### src/rtl/pulse_period_meter.sv
// Measures the clk-cycle interval between rising edges of pulse_in, checks it
// against EXPECTED_PERIOD +/- TOLERANCE, tracks lock and flags tick loss.
module pulse_period_meter #(
  parameter int unsigned WIDTH           = 32,
  parameter int unsigned EXPECTED_PERIOD = 2_000_000,
  parameter int unsigned TOLERANCE       = 0,
  parameter int unsigned LOCK_COUNT      = 4,
  parameter int unsigned TIMEOUT_CYCLES  = 4_000_000
) (
  input  logic             clk,
  input  logic             rst,
  input  logic             enable,
  input  logic             pulse_in,
  output logic [WIDTH-1:0] period,
  output logic             period_valid,
  output logic             in_tol,
  output logic             locked,
  output logic             timeout
);

  localparam int unsigned CW = $clog2(LOCK_COUNT + 1);

  localparam logic [0:0] IDLE    = 1'b0;
  localparam logic [0:0] MEASURE = 1'b1;

  localparam logic [WIDTH-1:0] EXP_W  = WIDTH'(EXPECTED_PERIOD);
  localparam logic [WIDTH-1:0] TOL_W  = WIDTH'(TOLERANCE);
  localparam logic [WIDTH-1:0] TO_W   = WIDTH'(TIMEOUT_CYCLES);
  localparam logic [CW-1:0]    LOCK_W = CW'(LOCK_COUNT);

  logic [0:0]       state, state_nxt;
  logic [WIDTH-1:0] cnt, cnt_nxt;
  logic [WIDTH-1:0] period_nxt;
  logic [CW-1:0]    consec, consec_nxt;
  logic             pulse_d;
  logic             period_valid_nxt, in_tol_nxt, locked_nxt, timeout_nxt;
  logic             rise;
  logic [WIDTH-1:0] dev;
  logic [CW-1:0]    consec_inc;

  // Next-state and next-output logic
  always_comb begin
    rise       = pulse_in & ~pulse_d;
    dev        = (cnt >= EXP_W) ? (cnt - EXP_W) : (EXP_W - cnt);
    consec_inc = (consec >= LOCK_W) ? LOCK_W : (consec + CW'(1));

    state_nxt        = state;
    cnt_nxt          = cnt;
    period_nxt       = period;
    consec_nxt       = consec;
    period_valid_nxt = 1'b0;
    in_tol_nxt       = in_tol;
    locked_nxt       = locked;
    timeout_nxt      = 1'b0;

    if (!enable) begin
      state_nxt  = IDLE;
      cnt_nxt    = '0;
      consec_nxt = '0;
      locked_nxt = 1'b0;
      in_tol_nxt = 1'b0;
    end else begin
      case (state)
        IDLE: begin
          if (rise) begin
            state_nxt = MEASURE;
            cnt_nxt   = WIDTH'(1);
          end else begin
            cnt_nxt = '0;
          end
        end
        MEASURE: begin
          if (rise) begin
            // A rise wins over a coincident timeout
            period_nxt       = cnt;
            period_valid_nxt = 1'b1;
            cnt_nxt          = WIDTH'(1);
            if (dev <= TOL_W) begin
              in_tol_nxt = 1'b1;
              consec_nxt = consec_inc;
              locked_nxt = (consec_inc == LOCK_W);
            end else begin
              in_tol_nxt = 1'b0;
              consec_nxt = '0;
              locked_nxt = 1'b0;
            end
          end else if (cnt == TO_W) begin
            timeout_nxt = 1'b1;
            locked_nxt  = 1'b0;
            consec_nxt  = '0;
            in_tol_nxt  = 1'b0;
            cnt_nxt     = '0;
            state_nxt   = IDLE;
          end else begin
            cnt_nxt = cnt + WIDTH'(1);
          end
        end
        default: begin
          state_nxt = IDLE;
          cnt_nxt   = '0;
        end
      endcase
    end
  end

  // State and output registers
  always_ff @(posedge clk) begin
    if (rst) begin
      state        <= IDLE;
      cnt          <= '0;
      pulse_d      <= 1'b0;
      period       <= '0;
      period_valid <= 1'b0;
      in_tol       <= 1'b0;
      locked       <= 1'b0;
      timeout      <= 1'b0;
      consec       <= '0;
    end else begin
      state        <= state_nxt;
      cnt          <= cnt_nxt;
      pulse_d      <= pulse_in;
      period       <= period_nxt;
      period_valid <= period_valid_nxt;
      in_tol       <= in_tol_nxt;
      locked       <= locked_nxt;
      timeout      <= timeout_nxt;
      consec       <= consec_nxt;
    end
  end

endmodule

### config.mk
export PLATFORM = sky130hd
export DESIGN_NAME = pulse_period_meter
export DESIGN_NICKNAME = d
export VERILOG_FILES = /design/src/rtl/pulse_period_meter.sv
export SDC_FILE = /design/constraint.sdc
export NUM_CORES = 1
export LEC_CHECK = 0
export CORE_ASPECT_RATIO = 1.25
export CORE_UTILIZATION = 57
export DETAILED_ROUTE_END_ITERATION = 6
export GPL_TIMING_DRIVEN = 0
export PLACE_DENSITY = 0.8
export SLEW_MARGIN = 10
export SYNTH_ARGS = -nofsm -noshare
export SYNTH_HDL_FRONTEND = slang
export SYNTH_SLANG_ARGS = --single-unit
### constraint.sdc
create_clock -name clk -period 3.8 [get_ports clk]
set_input_delay 0.38 -clock clk [delete_from_list [all_inputs] [get_ports clk]]
set_output_delay 0.38 -clock clk [all_outputs]
set_load 0.02 [all_outputs]
==> results_dict.tcl <==
set metrics [dict create \
    outcome "finished clean" \
    ir_worst_vdd_mv 0.216 \
    crit_chain "ha_1 > and3_1 > nor3b_1 > inv_2 > nor3_1 > nand3_1 > nor3_2 > nand3_1 > xor2_1 > nor2_1" \
    cts_hold_buf 0 \
    clk_latency_ns 0.36 \
    design.core.area_mm2 0.00669 \
    die_h_um 96.1 \
    cts_max_level 3 \
    cts_tree "done" \
    antenna_found_initial 0 \
    ant_nets 0 \
    dpl.hpwl_mm 7.14 \
    n_antenna_cell 0 \
    slew_viol_final 0 \
    gp_congestion 0.914 \
    area_delta_synth_final_pct 16.3 \
    drc 0 \
    cp.arrival_ns 3.58 \
    cts.sinks 73 \
    slew_headroom_pct 55.6 \
    io_pins 40 \
    ys_ff_latch 73 \
    cts_root_buf "clkbuf_8" \
    wl_per_cell_um 14.9 \
    min_period_ns 3.34 \
    fin_setup_tns_ns 0 \
    syn_area_per_cell_um2 7.78 \
    fin_skew_ns 0.0131 \
    ys.warnings.count 0 \
    postCtsResizedCells 0 \
    rsz0062_at_grt "false" \
    finalSetupViolations 0 \
    p_leak_nw 1.63 \
    die_w_um 77.3 \
    cts.clk_slew.worst_paths_ns 0.08 \
    io_buffers 38 \
    holdCritPathClass "in2reg" \
    fmax_mhz 299 \
    clockBufferDepth 2 \
    tightestPinTransition_ns 0.660 \
    wl_mm 9.81 \
    nets 581 \
    place_area_mm2 0.00453 \
    min_period_over_period_pct 87.9 \
    synth_cells 519 \
    hold_violations 0 \
    syn_area_mm2 0.00404 \
    setup.worst_path.start_class "flip-flop" \
    vias 3764 \
    grt_usage_pct 28.1 \
    placementRows 33 \
    holdWs_ns 0.408 \
    synth_edf_count 0 \
    crit_top_cell "nand3_1" \
    ys_dominant_reg_cell "dfxtp_1" \
    critical_path_required_ns 4.04 \
    initial_core_util_pct 60.4 \
    grt_max_degree 13 \
    maxCapViolations 0 \
    cellPowerDensity_mw_per_mm2 286 \
    ys_types 63 \
    drt-initial-drc-count 204 \
    worstSetupPathType "reg2reg" \
    drt_first_pass_iters 5 \
    layout-drive-gt1-share_pct 8.04 \
    grt_pass1_vias 3560 \
    synth_nets 532 \
    dieArea_mm2 0.00743 \
    cts_setup_buffers 0 \
    cp_slowest_cell "nor3_1" \
    slowest_delay_ns 0.56 \
    synthArstFlopShare_pct 0 \
    path_max_fanout 8 \
    end_kind "flip-flop" \
    stdcell_area_mm2 0.00470 \
    grt_overflow 0 \
    ys_seq_area_share_pct 36.2 \
    via_per_inst 5.71 \
    post-route-util_pct 70.3 \
    grt_pass1_wl_mm 16.3 \
    cts_buffers 9 \
]
## cell usage after synthesis, drive strengths merged, types with 3 or more instances
| cell type | count | area (um^2) |
|---|---|---|
| nor4 | 11 | 105 |
| nor3b | 4 | 30.0 |
| nand2b | 5 | 31.3 |
| nand2 | 89 | 334 |
| and3 | 11 | 68.8 |
| a21oi | 45 | 225 |
| o21ai | 12 | 60.1 |
| nand3 | 23 | 115 |
| nor3 | 15 | 96.4 |
| or3 | 5 | 31.3 |
| or4 | 6 | 48.8 |
| nand3b | 3 | 22.5 |
| mux2i | 3 | 30.0 |
| dfxtp | 73 | 1460 |
| xor2 | 19 | 166 |
| nand4 | 9 | 56.3 |
| nor2b | 7 | 43.8 |
| ha | 9 | 113 |
| a31oi | 7 | 43.8 |
| nor2 | 49 | 184 |
| clkbuf | 26 | 97.6 |
| xnor2 | 24 | 210 |
| a211oi | 3 | 27.5 |
| inv | 12 | 45.0 |
| and2 | 3 | 18.8 |
| buf | 15 | 78.8 |
## metal layers
layer	vias up	routed length (um)	track usage [%]	part of all wire [%]
met4	0	199	13.2	2.0
met2	98	4830	50.7	49
li1	1881	-	-	-
met5	-	0	0	0
met3	21	426	4.45	4.3
met1	1764	4350	32.7	44
## final timing paths
check                  from   endpoint  slack [ns]  depth (start not counted)
hold reg to reg   period[0]  period[0]        0.46                          2
setup / recovery     cnt[0]    cnt[26]        0.46                         10
setup reg to reg     cnt[0]    cnt[26]        0.46                         10
hold / removal          rst    pulse_d        0.41                          2
## per-stage QoR
stage                     total power [mW]  instances  worst slack, ns
after global routing                  1.39        659            0.223
after detailed placement             0.821        644            0.522
after global placement               0.820        644            0.585
after CTS                             1.35        659            0.513
final                                 1.34        659            0.460
after floorplan                      0.810        519             1.02
## worst max-delay path: cells and delay by family, from the launching register on
| kind | cells | cell delay (ns) |
|---|---|---|
| AND/OR/NAND/NOR | 7 | 2.25 |
| flip-flops | 1 | 0.51 |
| adder cells (fa/ha/maj) | 1 | 0.24 |
| XOR/XNOR | 1 | 0.16 |
| buffers and inverters | 1 | 0.05 |
## cell families after synthesis
| kind of cell | share of synthesized area, % |
|---|---|
| compound gates | 14.5 |
| xor+xnor | 9.32 |
| fa+ha+maj | 2.79 |
| buf+inv | 5.48 |
| flops | 36.2 |
| mux | 0.743 |
| simple gates | 31.0 |
## flip-flops by register name (all words and copies together) (netlist names)
name and cells:
in_tol 1, locked 1, period 32, consec 3, pulse_d 1, timeout 1
cnt 32, state 1, period_valid 1
## area by class of cell
class	count	area [um^2]
Sequential cell	73	1460
Buffer	41	176
Multi-Input combinational cell	393	2360
Tap cell	87	109
Timing Repair Buffer	38	380
Fill cell	601	1990
Clock buffer	10	138
Inverter	12	45.0
Clock inverter	5	32.5
## where the power goes
part           switching [mW]  leakage (nW)  total [mW]  internal (mW)
clock                   0.292        0.0802       0.540          0.248
sequential            0.00237         0.588       0.768          0.766
combinational          0.0233         0.962      0.0351         0.0118
total                   0.318          1.63        1.34           1.03
## layout by cell type (no fill, tap or decap), types with 7 or more instances in the layout
master           netlist  final
xnor2_1               24     24
a21oi_1               45     45
ha_1                   9      9
dfxtp_1               73     73
a31oi_1                7      7
nor3_1                12     12
nand2_1               89     89
buf_2                 12     12
nor2b_1                7      7
nand4_1                9      9
clkbuf_8               0     10
nor4_1                 8      8
and3_1                11     11
o21ai_0                9      9
clkdlybuf4s50_1        0     38
nor2_1                49     49
xor2_1                19     19
clkbuf_1              26     26
inv_1                  8      8
nand3_1               23     23
Power figures use the tool's default switching activity.
